`config.mk`:
```
export PLATFORM = sky130hd
export DESIGN_NAME = cardinal_store_buffer
export DESIGN_NICKNAME = d
export VERILOG_FILES = /design/src/rtl/cardinal_store_buffer.sv
export SDC_FILE = /design/constraint.sdc
export NUM_CORES = 1
export LEC_CHECK = 0
export CAP_MARGIN = 40
export CELL_PAD_IN_SITES_DETAIL_PLACEMENT = 0
export CELL_PAD_IN_SITES_GLOBAL_PLACEMENT = 1
export CORE_UTILIZATION = 45
export CTS_BUF_LIST = sky130_fd_sc_hd__clkbuf_8
export DETAILED_ROUTE_END_ITERATION = 16
export HOLD_SLACK_MARGIN = 0.12
export PLACE_DENSITY_LB_ADDON = 0.1
export SYNTH_ARGS = -nofsm -noshare
export SYNTH_HDL_FRONTEND = slang
export SYNTH_SLANG_ARGS = --single-unit
```
`constraint.sdc`:
```
create_clock -name clk -period 10.8 [get_ports clk]
set_clock_uncertainty 0.15 [all_clocks]
set_input_delay 1.62 -clock clk [delete_from_list [all_inputs] [get_ports clk]]
set_output_delay 1.62 -clock clk [all_outputs]
set_load 0.01 [all_outputs]
```
`src/rtl/cardinal_store_buffer.sv`:
```
// Write-back store buffer between the EX-stage memory port and single-ported data memory.
// Optional in-place store merging is enabled by defining STORE_COALESCE_EN.
module cardinal_store_buffer #(
    parameter int DEPTH  = 4,
    parameter int ADDR_W = 32,
    parameter int DATA_W = 64
) (
    input  logic              clk,
    input  logic              reset,
    input  logic              cpu_memEn,
    input  logic              cpu_memWrEn,
    input  logic [ADDR_W-1:0] cpu_memAddr,
    input  logic [DATA_W-1:0] cpu_dataOut,
    output logic [DATA_W-1:0] cpu_dataIn,
    output logic              cpu_stall,
    output logic              mem_en,
    output logic              mem_wr_en,
    output logic [ADDR_W-1:0] mem_addr,
    output logic [DATA_W-1:0] mem_wdata,
    input  logic [DATA_W-1:0] mem_rdata,
    input  logic              mem_ready,
    output logic              sb_empty
);

    localparam int PTR_W = $clog2(DEPTH);
    localparam int CNT_W = PTR_W + 1;

    logic [ADDR_W-1:0] addr_q [DEPTH];
    logic [DATA_W-1:0] data_q [DEPTH];
    logic [PTR_W-1:0]  head_q, head_d;
    logic [PTR_W-1:0]  tail_q, tail_d;
    logic [CNT_W-1:0]  count_q, count_d;
    logic              hit_q;
    logic [DATA_W-1:0] fwd_q;

    logic              is_store, is_load, nonempty, full;
    logic              load_hit, load_miss, drain_fire;
    logic              coal_hit, store_accept, alloc, load_accept;
    logic [DATA_W-1:0] fwd_data;
    logic [PTR_W-1:0]  slot, coal_slot;

    // NOTE: every signal written here gets a default first so no latch is inferred.
    always_comb begin
        is_store  = cpu_memEn & cpu_memWrEn;
        is_load   = cpu_memEn & ~cpu_memWrEn;
        nonempty  = (count_q != '0);
        full      = (count_q == CNT_W'(DEPTH));
        load_hit  = 1'b0;
        fwd_data  = '0;
        slot      = '0;
        coal_hit  = 1'b0;
        coal_slot = '0;

        // Walk oldest to youngest so the last match is the youngest entry.
        for (int k = 0; k < DEPTH; k++) begin
            slot = head_q + PTR_W'(k);
            if (is_load && CNT_W'(k) < count_q && addr_q[slot] == cpu_memAddr) begin
                load_hit = 1'b1;
                fwd_data = data_q[slot];
            end
        end

        load_miss  = is_load & ~load_hit;
        drain_fire = ~reset & ~load_miss & nonempty & mem_ready;

`ifdef STORE_COALESCE_EN
        // The head leaving this cycle cannot absorb a merge; such a store allocates.
        for (int k = 0; k < DEPTH; k++) begin
            slot = head_q + PTR_W'(k);
            if (is_store && !reset && CNT_W'(k) < count_q && addr_q[slot] == cpu_memAddr
                && !(drain_fire && k == 0)) begin
                coal_hit  = 1'b1;
                coal_slot = slot;
            end
        end
`endif

        cpu_stall    = ~reset & ((load_miss & ~mem_ready)
                                 | (is_store & full & ~drain_fire & ~coal_hit));
        store_accept = ~reset & is_store & ~cpu_stall;
        alloc        = store_accept & ~coal_hit;
        load_accept  = ~reset & is_load & ~cpu_stall;

        head_d  = drain_fire ? head_q + PTR_W'(1) : head_q;
        tail_d  = alloc ? tail_q + PTR_W'(1) : tail_q;
        count_d = count_q + CNT_W'(alloc) - CNT_W'(drain_fire);
    end

    always_comb begin
        mem_en    = 1'b0;
        mem_wr_en = 1'b0;
        mem_addr  = '0;
        mem_wdata = '0;
        if (!reset) begin
            if (load_miss) begin
                mem_en   = 1'b1;
                mem_addr = cpu_memAddr;
            end else if (nonempty) begin
                mem_en    = 1'b1;
                mem_wr_en = 1'b1;
                mem_addr  = addr_q[head_q];
                mem_wdata = data_q[head_q];
            end
        end
    end

    assign sb_empty   = reset | ~nonempty;
    assign cpu_dataIn = hit_q ? fwd_q : mem_rdata;

    // NOTE: sequential state uses non-blocking assignments so every register samples pre-edge values.
    always_ff @(posedge clk) begin
        if (reset) begin
            head_q  <= '0;
            tail_q  <= '0;
            count_q <= '0;
            hit_q   <= 1'b0;
            fwd_q   <= '0;
        end else begin
            head_q  <= head_d;
            tail_q  <= tail_d;
            count_q <= count_d;
            hit_q   <= load_accept & load_hit;
            if (load_accept && load_hit) begin
                fwd_q <= fwd_data;
            end
        end
    end

    // NOTE: the entry array is not reset; count/pointers alone decide which slots are valid.
    always_ff @(posedge clk) begin
        if (alloc) begin
            addr_q[tail_q] <= cpu_memAddr;
            data_q[tail_q] <= cpu_dataOut;
        end else if (coal_hit) begin
            data_q[coal_slot] <= cpu_dataOut;
        end
    end

endmodule

```
==> results of run 1 <==
[power by group through the flow]
stage,logic (mW),clock network [mW],registers (mW)
detailed placement,2.74,0,2.13
global route,2.92,1.87,2.10
global placement,2.67,0,2.14
finish,2.74,1.76,2.09
floorplan,2.06,0,2.01
CTS,2.75,1.79,2.09
[tightest hold or removal path, stage by stage (launching register included)]
cell	delay [ns]
dfxtp_1	0.30
nor2_1	0.09
nor3_1	0.05
[metrics by stage]
step,cell area [um^2],utilization [%],cells
after floorplan,30700,-,2291
after global routing,36300,53.9,3462
final,36300,53.9,3463
after global placement,34200,50.8,3291
after CTS,36300,53.9,3458
after detailed placement,34600,51.3,3305
[per-layer routing]
metal | vias up | share of wire, % | routed length, um
li1 | 9760 | - | -
met5 | - | 0.069 | 67
met2 | 969 | 49 | 47800
met1 | 11500 | 41 | 39400
met3 | 179 | 7.8 | 7600
met4 | 10 | 2.5 | 2400
[placed cells by master, fill, tap and decap left out, types with 72 or more instances in the layout]
| cell | instances |
|---|---|
| mux2i_1 | 72 |
| mux2_2 | 80 |
| mux4_2 | 339 |
| xnor2_1 | 96 |
| clkbuf_8 | 93 |
| inv_1 | 108 |
| clkdlybuf4s50_1 | 327 |
| nor3_1 | 134 |
| edfxtp_1 | 384 |
| nand3_1 | 82 |
| nor2_1 | 82 |
[sequential cells by signal (all words and copies together) (netlist names), named ones only]
name     count
tail_q       2
hit_q        1
head_q       2
data_q     256
addr_q     128
count_q      3
fwd_q       64
[worst max-delay path by stage]
stage / endpoint / cells after the start
floorplan: mem_wdata[23] / 10
global placement: mem_addr[0] / 12
detailed placement: mem_addr[2] / 11
CTS: mem_wdata[24] / 11
global route: mem_wdata[23] / 11
finish: mem_addr[6] / 12
[layout make-up]
cell class / instances / area (um^2) / area share (%)
inverter: 86 / 323 / 0.888
multi-input combinational: 1505 / 16200 / 44.5
tap: 873 / 1090 / 3.01
timing repair buffer: 383 / 3950 / 10.9
clock buffer: 93 / 1280 / 3.52
antenna: 5 / 12.5 / 0.0344
sequential: 458 / 13000 / 35.9
clock inverter: 60 / 489 / 1.35
[kinds of logic after synthesis]
logic type	Yosys count
XOR/XNOR	103
adder cells (fa/ha/maj)	9
AND/OR/NAND/NOR	610
buffers and inverters	328
flip-flops	458
AO/OA/AOI/OAI	286
multiplexers	497
==> tab_implementation.tex, run 1 <==
\begin{tabular}{lr}
\hline
Metric & Value \\
\hline
\multicolumn{2}{l}{\textbf{Status}} \\
\quad Status & completed \\
\multicolumn{2}{l}{\textbf{Clock tree}} \\
\quad Number of gates resized after CTS & 0 \\
\quad Clock network latency to the later pin of the worst-skew pair & 0.69 ns \\
\quad Hold buffers post-CTS & 0 \\
\quad Register clock-pin slew on the reported worst setup and hold paths & about 0.05 ns \\
\quad Maximum number of buffers from clock root to sink & 3 \\
\quad CTS Root Buffer Type & clkbuf\_8 \\
\quad Clock net sink count & between 400 and 500 \\
\quad CTS tree & done \\
\quad Number of buffers inserted during clock tree synthesis & 82 \\
\quad Number of post-CTS setup repair buffers & 0 \\
\quad CTS H-Tree Depth & 3 \\
\multicolumn{2}{l}{\textbf{Worst setup path}} \\
\quad Worst flop-to-flop path startpoint & head\_q[0] \\
\quad Crit-path max cell delay & 0.94 ns \\
\quad Critical path data arrival time & $\sim$7 ns \\
\quad Worst-case register-to-register setup slack & approximately 4.5 ns \\
\quad Worst path slowest cell & clkdlybuf4s50\_1 \\
\quad Sequence of cells on the critical path & clkdlybuf4s50\_1 -> inv\_1 -> xnor2\_1 -> o2111ai\_1 -> nand4bb\_4 -> buf\_4 -> or2\_2 -> nand4\_4 -> nor2\_4 -> buf\_4 -> a31o\_2 -> clkdlybuf4s50\_1 \\
\quad Top Family by Delay on Critical Path & buffers and inverters \\
\quad Startpoint class of the critical path & input port \\
\quad Highest net fanout along the worst path & 46 \\
\quad Critical setup path kind & input port to primary output \\
\quad Element type at the critical path end & primary output \\
\quad Worst Reg-to-Reg Cells & 13 \\
\quad Crit path launch & cpu\_memAddr[21] \\
\quad Number of buffers and inverters on the critical path & 5 \\
\quad RR Endpoint & fwd\_q[4] \\
\quad Required @ worst endpoint & roughly 9.0 ns \\
\multicolumn{2}{l}{\textbf{GRT}} \\
\quad Met3 Track Usage GR & 6.39\% \\
\quad GR Layer Usage met1 & 36.3\% \\
\quad Global-route layer with the greatest usage & met2 \\
\quad Vias in the first global route & 22400 \\
\quad Remaining global-route overflow & 0 \\
\quad Pin count of the biggest net entering global routing & 153 \\
\quad Antenna violations before repair & 10 \\
\quad Wire length of the first global-routing pass & 145000 um \\
\quad Met2 track utilization from global routing & 46.8\% \\
\quad Total GRT Usage & 28.0\% \\
\multicolumn{2}{l}{\textbf{Logic synthesis}} \\
\quad Total nets after synthesis & 2465 \\
\quad Number of warnings issued by yosys & 0 \\
\quad Compound-gate portion of the synthesized area & 8.07\% \\
\quad Largest area contributor in the synthesized netlist & edfxtp\_1 \\
\quad Gate count after technology mapping & 2291 \\
\quad Number of synthesized flops with an enable pin & between 300 and 400 \\
\quad Dominant combinational cell family by area after synthesis & multiplexers \\
\quad Simple-Gate Fraction of Synth Area & 10.7\% \\
\quad Top cells by count, synth & edfxtp\_1, mux4\_2, nor3\_1, clkbuf\_1, xnor2\_1 \\
\quad Synth async-reset ratio & 0\% \\
\quad Multiplexer fraction of the synthesized cell area & 30.4\% \\
\quad Post-Synthesis Cell Area & 0.0307 mm\^{}2 \\
\quad Top area cells in the synthesized netlist & edfxtp\_1, mux4\_2, dfxtp\_1, mux2\_2, xnor2\_1 \\
\quad Most numerous cell in the Yosys netlist & edfxtp\_1 \\
\quad Per-instance average area after synthesis & 13.4 um\^{}2 \\
\quad Synth top area share & 37.6\% \\
\quad Synth Area in XOR/XNOR & 2.94\% \\
\quad Share of synthesized cell area in full adder, half adder and majority cells & 0.391\% \\
\quad Synth unique cells & 86 \\
\quad Yosys reg bits & about 460 \\
\quad Most used flip-flop cell after synthesis & edfxtp\_1 \\
\quad Seq/Total Area, Yosys & 42.4\% \\
\multicolumn{2}{l}{\textbf{Floorplan}} \\
\quad Initial Util & a little under half \\
\quad I/O pin count & 329 \\
\quad Number of rows created at floorplan & 95 \\
\quad Height of the die & about 260 um \\
\quad Width of the die & 263 um \\
\quad DIE AREA & 0.0693 mm\^{}2 \\
\quad Core Area & 0.0674 mm\^{}2 \\
\multicolumn{2}{l}{\textbf{Pwr}} \\
\quad Share of total power consumed by net switching & roughly 34\% \\
\quad Overall Power & $\sim$6.6 mW \\
\quad Leakage power total & between 10 and 15 nW \\
\quad Relative contribution of combinational cells to total power & about two fifths \\
\quad Internal Pwr Total & 4.33 mW \\
\quad Clk network pwr share & 26.7\% \\
\quad Highest ir drop seen on vdd & 0.162 mV \\
\quad Total power per unit cell area & between 150 and 200 mW/mm\^{}2 \\
\quad Reported net switching power & 2.27 mW \\
\quad Share of power burned in registers & 31.7\% \\
\multicolumn{2}{l}{\textbf{STA}} \\
\quad Worst max-slew margin expressed relative to the limit & 37.2\% \\
\quad RSZ-0062 raised after global routing & false \\
\quad Hold slack & 0.342 ns \\
\quad Final setup violation count & 0 \\
\quad Final WS setup & about 1.8 ns \\
\quad Share of the cycle needed by the critical path after routing & 82.9\% \\
\quad Upper clock frequency limit & between 100 and 150 MHz \\
\quad Final TNS setup & 0 ns \\
\quad Min Tclk post-route & 8.95 ns \\
\quad Pins over their slew limit & 0 \\
\quad Final number of hold-violating endpoints & 0 \\
\quad Measured slew at the worst slew-check pin & around 0.94 ns \\
\multicolumn{2}{l}{\textbf{Detailed routing}} \\
\quad DRC Markers & 0 \\
\quad Violation count after the first detailed-route iteration & 1947 \\
\quad Vias post-DR & $\sim$22000 \\
\quad Post-detailed-routing wire length & roughly 100000 um \\
\quad Number of iterations in the first detailed-routing pass & 5 \\
\quad Number of nets still failing antenna checks after routing & 0 \\
\quad Routed WL per cell & 28.1 um \\
\quad Detail-routed via count per cell & $\sim$6.5 \\
\multicolumn{2}{l}{\textbf{Job}} \\
\quad Max Cap Viol & 0 \\
\multicolumn{2}{l}{\textbf{Cells and area}} \\
\quad Share of post-route cells with drive strength above 1 & a little over a quarter \\
\quad Layout net count & 2690 \\
\quad Filler cell count & roughly 5600 \\
\quad P\&R area growth vs syn & 18.4\% \\
\multicolumn{2}{l}{\textbf{Min path}} \\
\quad Kind of path behind the tightest hold check & register to register \\
\quad Worst hold path startpoint & fwd\_q[14] \\
\quad Worst hold path stage count & 2 \\
\quad Worst Hold Endpoint & fwd\_q[14] \\
\multicolumn{2}{l}{\textbf{Place}} \\
\quad HPWL reported at the end of detailed placement & 64600 um \\
\quad IO Port Bufs & 328 \\
\quad Setup Slack @ Placement & roughly 1.8 ns \\
\quad Final RePlAce weighted congestion & 0.918 \\
\hline
\end{tabular}
No activity file was read; power rests on OpenSTA's default activity.
==> run 2, diff against run 1 <==
- CORE_UTILIZATION: 45 -> 44
- clock period: 10.8 -> 7.3 ns (I/O delays scaled with it)
==> tab_implementation.tex, run 2 (synthesis gave the netlist of run 1 again) <==
\begin{tabular}{lr}
\hline
Metric & Value \\
\hline
\multicolumn{2}{l}{\textbf{Detailed routing}} \\
\quad Vias post-DR & 22500 (+0.045\%) \\
\quad Number of iterations in the first detailed-routing pass & 7 (+2) \\
\quad Violation count after the first detailed-route iteration & 1816 (-6.7\%) \\
\quad DRC Markers & 0 (unchanged) \\
\quad Number of nets still failing antenna checks after routing & 0 (unchanged) \\
\quad Routed WL per cell & 27.9 um (-0.55\%) \\
\quad Post-detailed-routing wire length & 99200 um (+2.0\%) \\
\quad Detail-routed via count per cell & 6.33 (-2.4\%) \\
\multicolumn{2}{l}{\textbf{Cells and area}} \\
\quad Largest register FFs & 256 (unchanged) \\
\quad Final non-filler cell total & 3550 (+2.5\%) \\
\quad P\&R area growth vs syn & 19.1\% \\
\quad Filler cell count & 5804 (+3.6\%) \\
\quad Commonest non-fill, non-tap cells in the layout & edfxtp\_1, mux4\_2, clkdlybuf4s50\_1 \\
\quad Final Core Density & 53.2\% (-0.78 points) \\
\quad Most common library cell in the layout ignoring fill and taps & edfxtp\_1 \\
\quad Share of post-route cells with drive strength above 1 & 27.8\% (+0.83 points) \\
\quad Layout net count & 2717 (+1.0\%) \\
\quad Regs by FF count & data\_q (256), addr\_q (128), fwd\_q (64) \\
\quad Most flop-heavy register & data\_q \\
\multicolumn{2}{l}{\textbf{Status}} \\
\quad Status & completed \\
\multicolumn{2}{l}{\textbf{Place}} \\
\quad Number of instances in the placed design & 3389 (+2.5\%) \\
\quad Final RePlAce weighted congestion & 0.949 (+3.4\%) \\
\quad IO Port Bufs & 328 (unchanged) \\
\quad HPWL reported at the end of detailed placement & 66700 um (+3.3\%) \\
\quad Setup Slack @ Placement & 0.556 ns (-1.29 ns) \\
\multicolumn{2}{l}{\textbf{STA}} \\
\quad Pins over their slew limit & 0 (unchanged) \\
\quad Final WS setup & 0.229 ns (-1.62 ns) \\
\quad Measured slew at the worst slew-check pin & 0.982 ns (+0.0405 ns) \\
\quad RSZ-0062 raised after global routing & false \\
\quad Share of the cycle needed by the critical path after routing & slightly below 100\% \\
\quad Final setup violation count & 0 (unchanged) \\
\quad Upper clock frequency limit & 141 MHz \\
\quad Final TNS setup & 0 ns (unchanged) \\
\quad Worst max-slew margin expressed relative to the limit & 34.5\% (-2.7 points) \\
\quad Min Tclk post-route & 7.07 ns \\
\quad Final number of hold-violating endpoints & 0 (unchanged) \\
\multicolumn{2}{l}{\textbf{Pwr}} \\
\quad Leakage power total & 11.1 nW (+1.0\%) \\
\quad Total power per unit cell area & 265 mW/mm\^{}2 (+46\%) \\
\quad Highest ir drop seen on vdd & 0.264 mV (+63\%) \\
\quad Overall Power & 9.68 mW (+47\%) \\
\multicolumn{2}{l}{\textbf{Clock tree}} \\
\quad Clock network latency to the later pin of the worst-skew pair & 0.69 ns (about the same) \\
\quad CTS tree & done \\
\quad CTS H-Tree Depth & 3 (unchanged) \\
\quad Clock net sink count & 458 (unchanged) \\
\quad Register clock-pin slew on the reported worst setup and hold paths & 0.06 ns (about the same) \\
\quad Hold buffers post-CTS & 0 (unchanged) \\
\quad CTS Root Buffer Type & clkbuf\_8 \\
\quad Maximum number of buffers from clock root to sink & 3 (unchanged) \\
\quad Number of buffers inserted during clock tree synthesis & 82 (unchanged) \\
\multicolumn{2}{l}{\textbf{GRT}} \\
\quad Antenna violations before repair & 13 (+3) \\
\quad Remaining global-route overflow & 0 (unchanged) \\
\quad Pin count of the biggest net entering global routing & 151 (-1.3\%) \\
\quad Total GRT Usage & 27.8\% (-0.15 points) \\
\quad Wire length of the first global-routing pass & 145000 um (about the same) \\
\quad Vias in the first global route & 22400 (+0.10\%) \\
\multicolumn{2}{l}{\textbf{Floorplan}} \\
\quad Initial Util & 44.6\% (-0.95 points) \\
\quad Height of the die & 266 um (+1.1\%) \\
\quad Width of the die & 266 um (+1.1\%) \\
\quad DIE AREA & 0.0708 mm\^{}2 (+2.3\%) \\
\quad I/O pin count & 329 (unchanged) \\
\quad Core Area & 0.0688 mm\^{}2 (+2.1\%) \\
\quad Number of rows created at floorplan & 96 (+1.1\%) \\
\multicolumn{2}{l}{\textbf{Worst setup path}} \\
\quad Startpoint class of the critical path & register \\
\quad Required @ worst endpoint & 6.05 ns (-2.98 ns) \\
\quad Critical setup path kind & register to primary output \\
\quad Highest net fanout along the worst path & 43 (-6.5\%) \\
\quad Element type at the critical path end & primary output \\
\quad Critical path data arrival time & 5.83 ns (-1.35 ns) \\
\multicolumn{2}{l}{\textbf{Job}} \\
\quad Max Cap Viol & 0 (unchanged) \\
\multicolumn{2}{l}{\textbf{Min path}} \\
\quad Kind of path behind the tightest hold check & register to register \\
\hline
\end{tabular}
-- run 2: cell types whose count changed in the layout (fill, tap and decap cells not counted), moves of 3 or more --
| cell | previous run | this run |
|---|---|---|
| clkinv_2 | 10 | 15 |
| inv_1 | 108 | 112 |
| bufinv_16 | 8 | 5 |
| buf_4 | 40 | 64 |
| clkinv_1 | 12 | 8 |
| buf_12 | 6 | 9 |
-- run 2: timing repair --
item,CTS,global route
setup endpoints to repair,0,3
buffers inserted,0,1
resized for setup,0,2
-- run 2: worst paths after layout --
check	startpoint	end	slack [ns]	depth (start not counted)
max reg2reg	head_q[1]	count_q[2]	1.79	17
min reg2reg	fwd_q[51]	fwd_q[51]	0.34	2
max	head_q[1]	mem_wdata[23]	0.23	11
min	fwd_q[51]	fwd_q[51]	0.34	2
-- run 2: area by class of cell --
type	instances	area (um^2)	share of cell area, %
diodes	7	17.5	0.0479
clock buffers	92	1270	3.46
clock inverters	61	414	1.13
inverters	86	324	0.886
multi-input cells	1505	16200	44.2
flip-flops and latches	458	13000	35.6
well taps	931	1160	3.18
repair buffers	410	4180	11.4
-- run 2: per-layer routing --
metal	up-vias	global-route usage (%)	part of all wire, %
met3	159	6.33	7.6
met5	-	0	0.068
met4	12	8.74	2.6
met1	11600	36.3	41
li1	9797	-	-
met2	904	46.0	49
-- run 2: metrics by stage --
| stage | hold WS [ns] | instance area (um^2) |
|---|---|---|
| 2_1_floorplan | 0.319 | 30700 |
| 3_3_place_gp | 0.332 | 34600 |
| 3_5_place_dp | 0.336 | 34900 |
| 4_1_cts | 0.345 | 36500 |
| 5_1_grt | 0.358 | 36600 |
| 6_report | 0.340 | 36600 |
-- run 2: worst max-delay path: stages, from the launching register on --
cell and delay [ns]:
dfxtp_4 0.74, buf_6 0.43, mux4_2 0.57, xnor2_1 0.30, nand4_1 0.16, or4_1 0.60
or4_4 0.60, nand4_4 0.14, nor2_4 0.04, buf_4 0.30, nor3_1 0.49, clkdlybuf4s50_1 0.63
-- run 2: report_power, final --
part / internal [mW] / total [mW] / leakage (nW) / switching (mW)
Combinational: 2.08 / 4.17 / 6.11 / 2.09
Sequential: 2.90 / 3.05 / 4.07 / 0.153
Clock: 1.34 / 2.47 / 0.955 / 1.13
Total: 6.32 / 9.68 / 11.1 / 3.36
==> run 3, diff against run 2 <==
- CORE_UTILIZATION: 44 -> 45
- clock period: 7.3 -> 6.7 ns (I/O delays scaled with it)
==> tab_implementation.tex, run 3 (synthesis gave the netlist of run 1 again) <==
\begin{tabular}{lr}
\hline
Metric & Value \\
\hline
\multicolumn{2}{l}{\textbf{Status}} \\
\quad Status & completed \\
\multicolumn{2}{l}{\textbf{Cells and area}} \\
\quad Most common library cell in the layout ignoring fill and taps & edfxtp\_1 \\
\quad Sequential cell area & 0.0130 mm\^{}2 (unchanged) \\
\quad P\&R area growth vs syn & 19.2\% (about the same) \\
\quad Filler cell count & 5632 (-3.0\%) \\
\quad Share of post-route cells with drive strength above 1 & 28.4\% (+0.60 points) \\
\quad Commonest non-fill, non-tap cells in the layout & edfxtp\_1, mux4\_2, clkdlybuf4s50\_1 \\
\quad Largest register FFs & 256 (unchanged) \\
\quad Footprint of the multi-input gates & 0.0162 mm\^{}2 (about the same) \\
\quad Final non-filler cell total & 3503 (-1.3\%) \\
\quad Most flop-heavy register & data\_q \\
\quad Regs by FF count & data\_q (256), addr\_q (128), fwd\_q (64) \\
\quad Layout net count & 2737 (+0.74\%) \\
\multicolumn{2}{l}{\textbf{Worst setup path}} \\
\quad RR Endpoint & count\_q[2] \\
\quad Worst-case register-to-register setup slack & 1.31 ns (-0.48 ns) \\
\quad Startpoint class of the critical path & register \\
\quad Cell count along the critical path & 12 (+1) \\
\quad Number of buffers and inverters on the critical path & 4 (+1) \\
\quad Crit-path max cell delay & 0.78 ns (+0.04 ns) \\
\quad Top Family by Delay on Critical Path & simple AND/OR/NAND/NOR gates \\
\quad Critical path capture point & mem\_wdata[38] \\
\quad Element type at the critical path end & primary output \\
\quad Worst path slowest cell & dfxtp\_4 \\
\quad Worst flop-to-flop path startpoint & head\_q[0] \\
\quad Critical path data arrival time & 5.42 ns (-0.41 ns) \\
\quad Worst Reg-to-Reg Cells & 17 (unchanged) \\
\quad Highest net fanout along the worst path & 46 (+7.0\%) \\
\quad Sequence of cells on the critical path & buf\_4 -> mux2\_2 -> a222oi\_1 -> a2bb2oi\_1 -> or4\_1 -> nor4\_1 -> inv\_1 -> nand4\_4 -> nor2\_4 -> buf\_12 -> nor3\_1 -> clkdlybuf4s50\_1 \\
\quad Critical setup path kind & register to primary output \\
\quad Required @ worst endpoint & 5.54 ns (-0.51 ns) \\
\multicolumn{2}{l}{\textbf{Floorplan}} \\
\quad Height of the die & 263 um (-1.1\%) \\
\quad Number of rows created at floorplan & 95 (-1.0\%) \\
\quad I/O pin count & 329 (unchanged) \\
\quad Initial Util & 45.6\% (+0.95 points) \\
\quad DIE AREA & 0.0693 mm\^{}2 (-2.2\%) \\
\quad Core Area & 0.0674 mm\^{}2 (-2.1\%) \\
\quad Width of the die & 263 um (-1.1\%) \\
\multicolumn{2}{l}{\textbf{STA}} \\
\quad Share of the cycle needed by the critical path after routing & 98.1\% \\
\quad RSZ-0062 raised after global routing & false \\
\quad Final number of hold-violating endpoints & 0 (unchanged) \\
\quad Min Tclk post-route & 6.57 ns \\
\quad Final setup violation count & 0 (unchanged) \\
\quad Final TNS setup & 0 ns (unchanged) \\
\quad Worst max-slew margin expressed relative to the limit & 41.5\% (+6.9 points) \\
\quad Upper clock frequency limit & 152 MHz \\
\quad Measured slew at the worst slew-check pin & 0.877 ns (-0.105 ns) \\
\quad Pins over their slew limit & 0 (unchanged) \\
\multicolumn{2}{l}{\textbf{Place}} \\
\quad IO Port Bufs & 328 (unchanged) \\
\quad Final RePlAce weighted congestion & 0.954 (+0.47\%) \\
\quad HPWL reported at the end of detailed placement & 67400 um (+1.1\%) \\
\quad Number of instances in the placed design & 3350 (-1.2\%) \\
\multicolumn{2}{l}{\textbf{Job}} \\
\quad Max Cap Viol & 0 (unchanged) \\
\multicolumn{2}{l}{\textbf{GRT}} \\
\quad Wire length of the first global-routing pass & 147000 um (+1.7\%) \\
\quad Remaining global-route overflow & 0 (unchanged) \\
\quad Met2 track utilization from global routing & 48.0\% (+2.0 points) \\
\quad Antenna violations before repair & 6 (-7) \\
\quad Total GRT Usage & 28.6\% (+0.74 points) \\
\quad GR Layer Usage met1 & 38.1\% (+1.8 points) \\
\quad Pin count of the biggest net entering global routing & 72 (-52\%) \\
\quad Vias in the first global route & 22500 (+0.34\%) \\
\quad Global-route layer with the greatest usage & met2 \\
\quad Met3 Track Usage GR & 5.06\% (-1.3 points) \\
\multicolumn{2}{l}{\textbf{Pwr}} \\
\quad Share of total power consumed by net switching & 35.2\% (+0.42 points) \\
\quad Highest ir drop seen on vdd & 0.222 mV (-16\%) \\
\quad Reported net switching power & 3.73 mW (+11\%) \\
\quad Relative contribution of combinational cells to total power & 43.6\% (+0.6 points) \\
\quad Total power per unit cell area & 290 mW/mm\^{}2 (+9.4\%) \\
\quad Internal Pwr Total & 6.87 mW (+8.8\%) \\
\quad Clk network pwr share & 24.9\% (-0.6 points) \\
\quad Share of power burned in registers & 31.4\% (about the same) \\
\quad Leakage power total & 11.2 nW (+0.65\%) \\
\multicolumn{2}{l}{\textbf{Clock tree}} \\
\quad CTS tree & done \\
\quad Clock network latency to the later pin of the worst-skew pair & 0.67 ns (-0.02 ns) \\
\quad CTS Root Buffer Type & clkbuf\_8 \\
\quad Number of buffers inserted during clock tree synthesis & 82 (unchanged) \\
\quad Clock net sink count & 458 (unchanged) \\
\quad Register clock-pin slew on the reported worst setup and hold paths & 0.06 ns (about the same) \\
\quad Maximum number of buffers from clock root to sink & 3 (unchanged) \\
\quad Hold buffers post-CTS & 0 (unchanged) \\
\quad CTS H-Tree Depth & 3 (unchanged) \\
\multicolumn{2}{l}{\textbf{Min path}} \\
\quad Kind of path behind the tightest hold check & register to register \\
\multicolumn{2}{l}{\textbf{Detailed routing}} \\
\quad Vias post-DR & 22800 (+1.6\%) \\
\quad Detail-routed via count per cell & 6.52 (+3.0\%) \\
\quad Routed WL per cell & 28.7 um (+2.9\%) \\
\quad Post-detailed-routing wire length & 101000 um (+1.5\%) \\
\quad DRC Markers & 0 (unchanged) \\
\quad Number of nets still failing antenna checks after routing & 0 (unchanged) \\
\quad Number of iterations in the first detailed-routing pass & 6 (-1) \\
\quad Violation count after the first detailed-route iteration & 2099 (+16\%) \\
\hline
\end{tabular}
-- run 3: worst min-delay path: cells and delay by family (launching register included) --
| family | cells | cell delay (ns) |
|---|---|---|
| flops | 1 | 0.31 |
| simple gates | 2 | 0.14 |
-- run 3: through the flow --
| stage | instance area [um^2] | power (mW) | util, % | setup WS [ns] | hold WS [ns] |
|---|---|---|---|---|---|
| 2_1_floorplan | 30700 | 6.56 | - | 2.03 | 0.319 |
| 3_3_place_gp | 34700 | 7.90 | 51.5 | 0.325 | 0.335 |
| 3_5_place_dp | 34900 | 7.96 | 51.8 | 0.406 | 0.339 |
| 4_1_cts | 36600 | 10.6 | 54.2 | 0.106 | 0.347 |
| 5_1_grt | 36600 | 11.1 | 54.3 | 0.00352 | 0.372 |
| 6_report | 36600 | 10.6 | 54.3 | 0.129 | 0.344 |
-- run 3: layout make-up --
cell class	instances	area share [%]
clock inverter	53	0.892
antenna	3	0.0205
multi-input combinational	1505	44.2
tap	873	2.98
clock buffer	95	3.57
sequential	458	35.6
inverter	86	0.882
timing repair buffer	430	11.8
-- run 3: power groups by stage --
stage	Clock, mW	Combinational, mW	Sequential [mW]
floorplan	0	3.32	3.24
global placement	0	4.49	3.41
detailed placement	0	4.54	3.42
CTS	2.72	4.56	3.36
global route	2.82	4.90	3.34
finish	2.64	4.63	3.33
-- run 3: what timing repair did --
item,in CTS,in global routing
endpoints found under the hold margin,0,0
setup endpoints to repair,0,84
buffers inserted,0,2
resized for setup,0,1
-- run 3: layer usage --
layer  wire (um)  vias up  share of wire [%]
li1            -     9843                  -
met1       41500    11900                 41
met2       49800      904                 49
met3        7020      159                7.0
met4        2360        8                2.3
met5          53        -              0.053
-- run 3: worst min-delay path by stage --
| stage | cells after the start | startpoint | endpoint | slack (ns) |
|---|---|---|---|---|
| 2_1_floorplan | 2 | tail_q[1] | tail_q[1] | 0.32 |
| 3_3_place_gp | 2 | tail_q[1] | tail_q[1] | 0.33 |
| 3_5_place_dp | 2 | fwd_q[19] | fwd_q[19] | 0.34 |
| 4_1_cts | 2 | fwd_q[19] | fwd_q[19] | 0.35 |
| 5_1_grt | 2 | fwd_q[44] | fwd_q[44] | 0.37 |
| 6_report | 2 | fwd_q[19] | fwd_q[19] | 0.34 |
